## config.mk

```make
export PLATFORM = sky130hd
export DESIGN_NAME = writeback_arbiter
export DESIGN_NICKNAME = d
export VERILOG_FILES = /design/src/rtl/writeback_arbiter_pkg.sv /design/src/rtl/writeback_arbiter_wb_fifo.sv /design/src/rtl/writeback_arbiter.sv
export SDC_FILE = /design/constraint.sdc
export NUM_CORES = 1
export LEC_CHECK = 0
export ABC_AREA = 1
export CORE_MARGIN = 2
export CORE_UTILIZATION = 56
export CTS_BUF_LIST = sky130_fd_sc_hd__clkbuf_16
export DETAILED_ROUTE_END_ITERATION = 12
export PLACE_DENSITY = 0.8
export SLEW_MARGIN = 20
export SYNTH_ARGS = -nofsm -noshare
export SYNTH_HDL_FRONTEND = slang
export SYNTH_SLANG_ARGS = --single-unit
```

## constraint.sdc

```tcl
create_clock -name clk -period 3.5 [get_ports clk]
set_input_delay 0.7 -clock clk [delete_from_list [all_inputs] [get_ports clk]]
set_output_delay 0.7 -clock clk [all_outputs]
set_load 0.03 [all_outputs]
```

## src/rtl/writeback_arbiter_pkg.sv

```systemverilog
// Shared decode-stage definitions for the register-bank writeback path:
// register address/data widths, the hard-wired zero register and a small
// wrap-around helper used by the round-robin scan.
package writeback_arbiter_pkg;

    localparam int REG_ADDR_WIDTH = 5;
    localparam int REG_DATA_WIDTH = 32;

    // Register 0 reads as zero and must never be written.
    localparam logic [REG_ADDR_WIDTH-1:0] REG_ZERO = 5'd0;

    // Modulo-n increment for indices that are not necessarily a power of two.
    function automatic int wrap_inc(input int idx, input int n);
        int nxt;
        nxt = idx + 32'sd1;
        if (nxt >= n) begin
            nxt = 32'sd0;
        end else begin
            nxt = nxt;
        end
        return nxt;
    endfunction

endpackage

```

## src/rtl/writeback_arbiter_wb_fifo.sv

```systemverilog
// Single-producer result FIFO: stores (address, data) pairs, exposes the head
// entry and full/empty flags. Pointers carry one extra wrap bit so full and
// empty are distinguished without a separate counter.
module wb_fifo
    import writeback_arbiter_pkg::*;
#(
    parameter int DATA_WIDTH    = REG_DATA_WIDTH,
    parameter int ADDRESS_WIDTH = REG_ADDR_WIDTH,
    parameter int DEPTH         = 2
) (
    input  logic                     clk,
    input  logic                     rst_n,
    input  logic                     flush,
    input  logic                     push,
    input  logic                     pop,
    input  logic [ADDRESS_WIDTH-1:0] push_addr,
    input  logic [DATA_WIDTH-1:0]    push_data,
    output logic                     full,
    output logic                     empty,
    output logic [ADDRESS_WIDTH-1:0] head_addr,
    output logic [DATA_WIDTH-1:0]    head_data
);

    localparam int IDX_W = $clog2(DEPTH);
    localparam int PTR_W = IDX_W + 1;
    localparam logic [PTR_W-1:0] PTR_ONE = {{(PTR_W-1){1'b0}}, 1'b1};

    logic [PTR_W-1:0]         wr_ptr_r;
    logic [PTR_W-1:0]         rd_ptr_r;
    logic [ADDRESS_WIDTH-1:0] addr_mem_r [DEPTH];
    logic [DATA_WIDTH-1:0]    data_mem_r [DEPTH];
    logic                     full_s;
    logic                     empty_s;
    logic                     do_push_s;
    logic                     do_pop_s;

    assign full_s  = (wr_ptr_r[PTR_W-1] != rd_ptr_r[PTR_W-1]) &&
                     (wr_ptr_r[IDX_W-1:0] == rd_ptr_r[IDX_W-1:0]);
    assign empty_s = (wr_ptr_r == rd_ptr_r);

    // A push into a full FIFO or a pop from an empty one is ignored.
    assign do_push_s = push & ~full_s;
    assign do_pop_s  = pop & ~empty_s;

    assign full      = full_s;
    assign empty     = empty_s;
    assign head_addr = addr_mem_r[rd_ptr_r[IDX_W-1:0]];
    assign head_data = data_mem_r[rd_ptr_r[IDX_W-1:0]];

    // Pointer update; flush discards all buffered entries.
    always_ff @(posedge clk or negedge rst_n) begin
        if (!rst_n) begin
            wr_ptr_r <= {PTR_W{1'b0}};
            rd_ptr_r <= {PTR_W{1'b0}};
        end else if (flush) begin
            wr_ptr_r <= {PTR_W{1'b0}};
            rd_ptr_r <= {PTR_W{1'b0}};
        end else begin
            if (do_push_s) wr_ptr_r <= wr_ptr_r + PTR_ONE;
            if (do_pop_s)  rd_ptr_r <= rd_ptr_r + PTR_ONE;
        end
    end

    // Entry storage, written at the tail slot on an accepted push.
    always_ff @(posedge clk or negedge rst_n) begin
        if (!rst_n) begin
            for (int i = 0; i < DEPTH; i++) begin
                addr_mem_r[i] <= {ADDRESS_WIDTH{1'b0}};
                data_mem_r[i] <= {DATA_WIDTH{1'b0}};
            end
        end else if (do_push_s && !flush) begin
            addr_mem_r[wr_ptr_r[IDX_W-1:0]] <= push_addr;
            data_mem_r[wr_ptr_r[IDX_W-1:0]] <= push_data;
        end
    end

endmodule

```

## src/rtl/writeback_arbiter.sv

```systemverilog
// Writeback arbiter for the register bank's dual write ports. Each producer
// feeds its own FIFO; every cycle up to two heads are retired in round-robin
// order onto ports a/b, never both to the same register, and writes to
// register 0 are swallowed (popped but not enabled).
module writeback_arbiter
    import writeback_arbiter_pkg::*;
#(
    parameter int DATA_WIDTH    = REG_DATA_WIDTH,
    parameter int ADDRESS_WIDTH = REG_ADDR_WIDTH,
    parameter int N_SRC         = 3,
    parameter int FIFO_DEPTH    = 2
) (
    input  logic                             clk,
    input  logic                             rst_n,
    input  logic                             flush,
    input  logic [N_SRC-1:0]                 src_valid,
    output logic [N_SRC-1:0]                 src_ready,
    input  logic [N_SRC*ADDRESS_WIDTH-1:0]   src_addr,
    input  logic [N_SRC*DATA_WIDTH-1:0]      src_data,
    output logic                             reg_a_wr_en,
    output logic [ADDRESS_WIDTH-1:0]         reg_a_wr_addr,
    output logic [DATA_WIDTH-1:0]            reg_a_wr_data,
    output logic                             reg_b_wr_en,
    output logic [ADDRESS_WIDTH-1:0]         reg_b_wr_addr,
    output logic [DATA_WIDTH-1:0]            reg_b_wr_data,
    output logic                             busy
);

    localparam int RR_W = $clog2(N_SRC);
    localparam logic [ADDRESS_WIDTH-1:0] ZERO_ADDR = ADDRESS_WIDTH'(REG_ZERO);

    logic [N_SRC-1:0]         full_s;
    logic [N_SRC-1:0]         empty_s;
    logic [N_SRC-1:0]         push_s;
    logic [N_SRC-1:0]         pop_s;
    logic [ADDRESS_WIDTH-1:0] head_addr_s [N_SRC];
    logic [DATA_WIDTH-1:0]    head_data_s [N_SRC];

    logic [RR_W-1:0]          rr_ptr_r;
    logic [RR_W-1:0]          rr_next_s;
    logic                     grant_a_s;
    logic                     grant_b_s;
    logic [RR_W-1:0]          idx_a_s;
    logic [RR_W-1:0]          idx_b_s;
    logic                     a_en_s;
    logic                     b_en_s;

    // Ready depends on FIFO occupancy only; flush drops incoming beats.
    assign src_ready = ~full_s;
    assign push_s    = src_valid & ~full_s & {N_SRC{~flush}};
    assign busy      = (|(~empty_s)) | reg_a_wr_en | reg_b_wr_en;

    for (genvar g = 0; g < N_SRC; g++) begin : g_fifo
        wb_fifo #(
            .DATA_WIDTH    (DATA_WIDTH),
            .ADDRESS_WIDTH (ADDRESS_WIDTH),
            .DEPTH         (FIFO_DEPTH)
        ) u_fifo (
            .clk       (clk),
            .rst_n     (rst_n),
            .flush     (flush),
            .push      (push_s[g]),
            .pop       (pop_s[g]),
            .push_addr (src_addr[g*ADDRESS_WIDTH +: ADDRESS_WIDTH]),
            .push_data (src_data[g*DATA_WIDTH +: DATA_WIDTH]),
            .full      (full_s[g]),
            .empty     (empty_s[g]),
            .head_addr (head_addr_s[g]),
            .head_data (head_data_s[g])
        );
    end

    // Round-robin scan from rr_ptr: first non-empty head is A, next head with
    // a different address is B; same-address heads wait to keep order sane.
    always_comb begin
        int               scan_idx;
        logic [RR_W-1:0]  scan_s;
        logic [RR_W-1:0]  last_s;
        grant_a_s = 1'b0;
        grant_b_s = 1'b0;
        idx_a_s   = {RR_W{1'b0}};
        idx_b_s   = {RR_W{1'b0}};
        pop_s     = {N_SRC{1'b0}};
        rr_next_s = rr_ptr_r;
        scan_idx  = 32'sd0;
        scan_s    = {RR_W{1'b0}};
        last_s    = {RR_W{1'b0}};
        for (int k = 0; k < N_SRC; k++) begin
            scan_idx = int'(rr_ptr_r) + k;
            scan_idx = (scan_idx >= N_SRC) ? (scan_idx - N_SRC) : scan_idx;
            scan_s   = RR_W'(scan_idx);
            if (!empty_s[scan_s]) begin
                if (!grant_a_s) begin
                    grant_a_s = 1'b1;
                    idx_a_s   = scan_s;
                end else if (!grant_b_s && (head_addr_s[scan_s] != head_addr_s[idx_a_s])) begin
                    grant_b_s = 1'b1;
                    idx_b_s   = scan_s;
                end else begin
                    grant_b_s = grant_b_s;
                end
            end else begin
                grant_a_s = grant_a_s;
            end
        end
        if (grant_a_s) begin
            pop_s[idx_a_s] = 1'b1;
        end else begin
            pop_s = pop_s;
        end
        if (grant_b_s) begin
            pop_s[idx_b_s] = 1'b1;
            last_s         = idx_b_s;
        end else begin
            last_s         = idx_a_s;
        end
        if (grant_a_s) begin
            rr_next_s = RR_W'(wrap_inc(int'(last_s), N_SRC));
        end else begin
            rr_next_s = rr_ptr_r;
        end
    end

    // Register-0 heads are consumed but never enabled onto a write port.
    assign a_en_s = grant_a_s && (head_addr_s[idx_a_s] != ZERO_ADDR);
    assign b_en_s = grant_b_s && (head_addr_s[idx_b_s] != ZERO_ADDR);

    // Output registers and round-robin pointer; address/data hold when idle.
    always_ff @(posedge clk or negedge rst_n) begin
        if (!rst_n) begin
            reg_a_wr_en   <= 1'b0;
            reg_a_wr_addr <= {ADDRESS_WIDTH{1'b0}};
            reg_a_wr_data <= {DATA_WIDTH{1'b0}};
            reg_b_wr_en   <= 1'b0;
            reg_b_wr_addr <= {ADDRESS_WIDTH{1'b0}};
            reg_b_wr_data <= {DATA_WIDTH{1'b0}};
            rr_ptr_r      <= {RR_W{1'b0}};
        end else if (flush) begin
            reg_a_wr_en   <= 1'b0;
            reg_b_wr_en   <= 1'b0;
            rr_ptr_r      <= {RR_W{1'b0}};
        end else begin
            reg_a_wr_en <= a_en_s;
            reg_b_wr_en <= b_en_s;
            rr_ptr_r    <= rr_next_s;
            if (a_en_s) begin
                reg_a_wr_addr <= head_addr_s[idx_a_s];
                reg_a_wr_data <= head_data_s[idx_a_s];
            end
            if (b_en_s) begin
                reg_b_wr_addr <= head_addr_s[idx_b_s];
                reg_b_wr_data <= head_data_s[idx_b_s];
            end
        end
    end

endmodule

```

# Word-level counts from Yosys, hierarchy flattened
# Cells that the tools add are included.
# totals
input_bits	117
regBits	312
latch_bits	0
mem_count	0
rom_bits	0
word_cells	247
output_inout_bits	80
ram_bits	0
# op_classes
mux	113
bitwise_logic	32
multipliers	0
eq_ne	11
reduce_logical	28
shift	0
n_addsub	12
n_lt_le_gt_ge	26
div	0
# op_table
operator	n
32-bit 2-to-1 mux	16
64-bit bitwise mux	3
32-bit binary-select mux with 2-bit select	2
5-bit 2-to-1 mux	24
32-bit demux with 1-bit select	3
5-bit binary-select mux with 2-bit select	6
2-bit 2-to-1 mux	30
10-bit bitwise mux	3
3-bit >= comparator, second input constant	6
2-bit NOT with 3-bit output	6
1-bit 2-to-1 mux	16
5-bit demux with 1-bit select	3
2-bit by 3-bit < comparator with 1-bit output, second input constant	5
2-bit >= comparator, second input constant	7
1-bit logical AND	14
2-bit nonzero test	7
2-bit by 1-bit adder with 2-bit output, second input constant	6
1-bit NOT with 2-bit output	6
5-bit != test	2
5-bit nonzero test	2
3-bit by 2-bit >= comparator with 1-bit output, second input constant	3
1-bit NOT	7
2-bit by 1-bit adder with 3-bit output, second input constant	2
1-bit AND	6
17 further kinds	37

# Depth between registers and ports, before layout
# depth
ltp_word	27
ltp_mapped	31
depth_no_buf	28

# Modules after synthesis
# Synthesis repeated with hierarchy kept, for this count alone.
# hier_totals
cells_unflattened	2228
area_unflattened_um2	16577.1
# modules_own_cells
module	instances	cells_per_inst	seq_area_each_um2	area_per_inst_um2
wb_fifo	3	469	1951.9	3688.5
writeback_arbiter	1	821	1951.9	5511.5

# Worst setup path before layout
# OpenSTA, ideal clock, no wires.
# synth_path
path_type	flip-flop to flip-flop
start	register rr_ptr_r[0]
end	register reg_b_wr_data[25]
t_arrival_ps	3008
t_required_ps	3383
stages_incl_launch_ff	28
path_buffers	4
synth_period_minus_slack_ps	3125
slack_ps	375
setup_ps	117
path_cell_list	dfrtp_1 > inv_1 > ha_1 > clkinv_1 > nand3_1 > nand2_1 > nand2_1 > nand2_1 > nand2_2 > nand2_2 > buf_6 > nand2_1 > nand3_1 > nand2_1 > nand2_1 > nor2_1 > nand3_2 > nand4_2 > nand2_4 > buf_6 > nand3_1 > nand3_1 > nor2_1 > nand3_2 > buf_6 > buf_2 > nand3_1 > nand2_1
# synth_between
elab_chain_len	25
elab_cells_between_ends	64
cone_classes	add/sub (5); order compare (3); eq/ne (2); mux (44); bitwise (5); reduce/logical (5)
# synth_rtl
element	line_no	source
from (decl)	writeback_arbiter.sv:39	logic [RR_W-1:0] rr_ptr_r;
from (signal assigned)	writeback_arbiter.sv:137	rr_ptr_r <= {RR_W{1'b0}};
from (signal assigned)	writeback_arbiter.sv:141	rr_ptr_r <= {RR_W{1'b0}};
from (signal assigned)	writeback_arbiter.sv:145	rr_ptr_r <= rr_next_s;
2-bit subtractor / 2-bit >= comparator (equally long branches)	writeback_arbiter.sv:90	scan_idx = (scan_idx >= N_SRC) ? (scan_idx - N_SRC) : scan_idx;
2-bit 2-to-1 mux	writeback_arbiter.sv:90	
1-bit binary-select mux with 2-bit select	writeback_arbiter.sv:92	if (!empty_s[scan_s]) begin
1-bit 2-to-1 mux (not written as such)	writeback_arbiter.sv:92	
2-bit 2-to-1 mux	writeback_arbiter.sv:92	
2-bit NOT with 3-bit output (not written as such)	writeback_arbiter.sv:96	end else if (!grant_b_s && (head_addr_s[scan_s] != head_addr_s[idx_a_s])) begin
5-bit binary-select mux with 2-bit select	writeback_arbiter.sv:96	
5-bit 2-to-1 mux (not written as such) (2 in a row)	writeback_arbiter.sv:96	
(+7 left out)	n/a	
2-bit 2-to-1 mux	writeback_arbiter.sv:93	if (!grant_a_s) begin
2-bit 2-to-1 mux	writeback_arbiter.sv:92	
2-bit NOT with 3-bit output (not written as such)	writeback_arbiter.sv:126, writeback_arbiter.sv:152	
5-bit binary-select mux with 2-bit select	writeback_arbiter.sv:126	assign b_en_s = grant_b_s && (head_addr_s[idx_b_s] != ZERO_ADDR);
5-bit 2-to-1 mux (not written as such) (2 in a row)	writeback_arbiter.sv:126	
5-bit nonzero test	writeback_arbiter.sv:126	
1-bit logical AND	writeback_arbiter.sv:126	
2-bit AND reduction (no line)	n/a	
to (signal assigned)	writeback_arbiter.sv:136	reg_b_wr_data <= {DATA_WIDTH{1'b0}};
to (signal assigned)	writeback_arbiter.sv:152	reg_b_wr_data <= head_data_s[idx_b_s];
to (decl)	writeback_arbiter.sv:25	output logic [DATA_WIDTH-1:0] reg_b_wr_data,
# Parallel ways exist; a longest one is shown, timed or not. The select of a mux whose other input is x is not followed.
# A chain may end at the register's enable or synchronous reset.

# Worst setup path in the final report
# layout_path
start	register rr_ptr_r[0]
end	register reg_b_wr_data[16]
# Same word-level chain as after synthesis.

==> impl_metrics.yaml <==
logic_synthesis:
  synth.cell_area_mm2: 0.0156
  syn_avg_cell_area_um2: 7.44
  synth.distinct_cells: 45
  synth_seq_cells: 312
  ys_seq_area_share_pct: 50.0
  syn_nets: 2219
  synthCells: 2100
  synth-warning-count: 0
global_route:
  grt_pass1_wl_mm: 74.2
  grt_max_degree: 85
  antenna_found_initial: 0
  grt_pass1_vias: 14000
  overflow: 0
  gr-usage-all-layers_pct: 32.8
die:
  die_area_mm2: 0.0292
  num_io_pins: 197
  die-width_um: 171
  rows: 61
  die_height_um: 171
  initial_core_util_pct: 56.5
  core_mm2: 0.0276
placement:
  place_area_mm2: 0.0183
  gp_congestion: 0.960
  dp.cells: 2643
  place.detailed.hpwl_mm: 34.4
  io_buffers: 196
  place_worst_setup_slack_ns: 0.0192
sta:
  hold_ws_ns: 0.177
  fin_skew_ns: 0.0187
  worst_pin_slew_ns: 0.678
  period_needed_ns: 3.36
  worst_slack_ns: 0.139
  fin_crit_sh_pct: 96.0
  fmax_mhz: 298
  setup_viol_count_final: 0
  setup_tns_ns: 0
  hold_violations: 0
  drv_slew: 0
  maxSlewHeadroom_pct: 54.8
layout:
  utilization_pct: 72.1
  antenna_cells: 0
  area_growth_pct: 27.6
  nets: 2438
  drive_above_1_share_pct: 11.0
  final_common_cell: "nand2_1"
  instances_no_fill: 2724
  layout_common_cells: "900 x nand2_1, 310 x dfrtp_1, 252 x o21ai_0"
  final_cell_area_mm2: 0.0199
pwr:
  p_leak_nw: 10.3
  power_mw: 23.9
  vdd_drop_max_mv: 0.834
  power_density_mw_per_mm2: 1200
route:
  routedWlPerCell_um: 17.9
  ant_nets: 0
  first_iter_violations: 1436
  vias: 14900
  routed_wl_mm: 48.9
  drt-vias-per-instance: 5.46
  drc: 0
  drt_pass1_iterations: 6
setup_path:
  crit_family: "simple AND/OR/NAND/NOR gates"
  reg2reg_depth: 26
  slowest_delay_ns: 0.41
  endpoint_kind: "flop"
  required_ns: 3.94
  crit_type: "reg -> reg"
  slowest_stage: "dfrtp_1"
  arrival_ns: 3.80
  cp.depth: 26
  path_buf_inv: 6
  crit_fanout: 9
  worstSetupStartpointType: "flop"
hold_path:
  hold_path.class: "in -> async"
clocking:
  cts_buffer_depth: 3
  ctsHtreeMaxLevel: 2
  cts_hold_buf: 0
  insertion_delay_ns: 0.52
  clk_pin_slew_ns: 0.07
  cts_made_buffers: 35
  cts_tree: "done"
  cts_root_buf: "clkbuf_16"
  cts_sinks: 312
outcome:
  status: "completed"
flow_run:
  cap_violations: 0
## where the power goes
group | internal [mW] | leakage [nW] | total (mW) | switching (mW)
Sequential | 5.18 | 3.93 | 6.11 | 0.927
Clock | 2.32 | 0.602 | 3.83 | 1.51
Combinational | 5.00 | 5.74 | 14.0 | 9.01
## state kept, by name (all words and copies together) (netlist names), 2 cells and up
register                  cells
reg_a_wr_data                32
g_fifo.u_fifo.rd_ptr_r        6
rr_ptr_r                      2
g_fifo.u_fifo.data_mem_r    192
reg_a_wr_addr                 5
g_fifo.u_fifo.addr_mem_r     30
g_fifo.u_fifo.wr_ptr_r        6
reg_b_wr_addr                 5
reg_b_wr_data                32
## cell families after synthesis
family	after synthesis	share of synthesized area (%)
AND/OR/NAND/NOR	1140	29.8
AO/OA/AOI/OAI	328	11.4
flip-flops	312	50.0
buffers and inverters	310	8.14
multiplexers	7	0.449
adder cells (fa/ha/maj)	2	0.160
XOR/XNOR	1	0.104
## area by class of cell
type                    count  area (um2)
flip-flops and latches    312        7810
repair buffers            297        2960
clock inverters            28         299
fillers                  2199        7700
clock buffers              36         901
multi-input cells        1480        6750
well taps                 378         473
inverters                 193         732
## cells in the mapped netlist (all sizes together)
cell type | count | share of area (%)
nand2 | 947 | 23
dfrtp | 312 | 50
o21ai | 264 | 8.6
inv | 188 | 4.5
nand3 | 141 | 4.7
clkbuf | 86 | 2.1
buf | 31 | 1.4
nor2 | 30 | 0.80
a21oi | 18 | 0.58
o22ai | 13 | 0.52
nand4 | 10 | 0.44
o221ai | 10 | 0.56
mux2i | 7 | 0.45
clkinv | 5 | 0.14
nand3b | 5 | 0.24
o211ai | 5 | 0.24
a32oi | 4 | 0.22
o21a | 4 | 0.19
or2 | 4 | 0.16
a211oi | 3 | 0.14
a31oi | 3 | 0.12
ha | 2 | 0.16
nor3 | 2 | 0.064
a21boi | 1 | 0.048
a221oi | 1 | 0.056
and2 | 1 | 0.040
o21bai | 1 | 0.048
o31ai | 1 | 0.048
xnor2 | 1 | 0.10
## metal layers
metal  track usage, %  vias to the layer above  share of wire (%)
met5                0                        -                  0
met1             41.4                     7088                 40
met4             17.5                        0                5.8
met3             3.75                      128                5.4
li1                 -                     7084                  -
met2             55.6                      584                 49
## worst paths after layout
check	start	slack [ns]	to
min in group clk	g_fifo[0].u_fifo.data_mem_r[15]	0.48	g_fifo[0].u_fifo.data_mem_r[15]
worst min register to register	g_fifo[0].u_fifo.data_mem_r[15]	0.48	g_fifo[0].u_fifo.data_mem_r[15]
worst min-delay path	rst_n	0.18	g_fifo[1].u_fifo.addr_mem_r[0]
max in group asynchronous	rst_n	2.40	g_fifo[1].u_fifo.data_mem_r[38]
worst max register to register	rr_ptr_r[0]	0.14	reg_b_wr_data[16]
worst max-delay path	rr_ptr_r[0]	0.14	reg_b_wr_data[16]
## repair_timing
item,in CTS,in global routing
buffers inserted,0,12
gates cloned,0,5
pin swaps,0,11
resized for setup,1,64
setup endpoints to repair,2,82
hold endpoints to repair,0,0
Note: power is estimated with default switching activity, not from simulation.
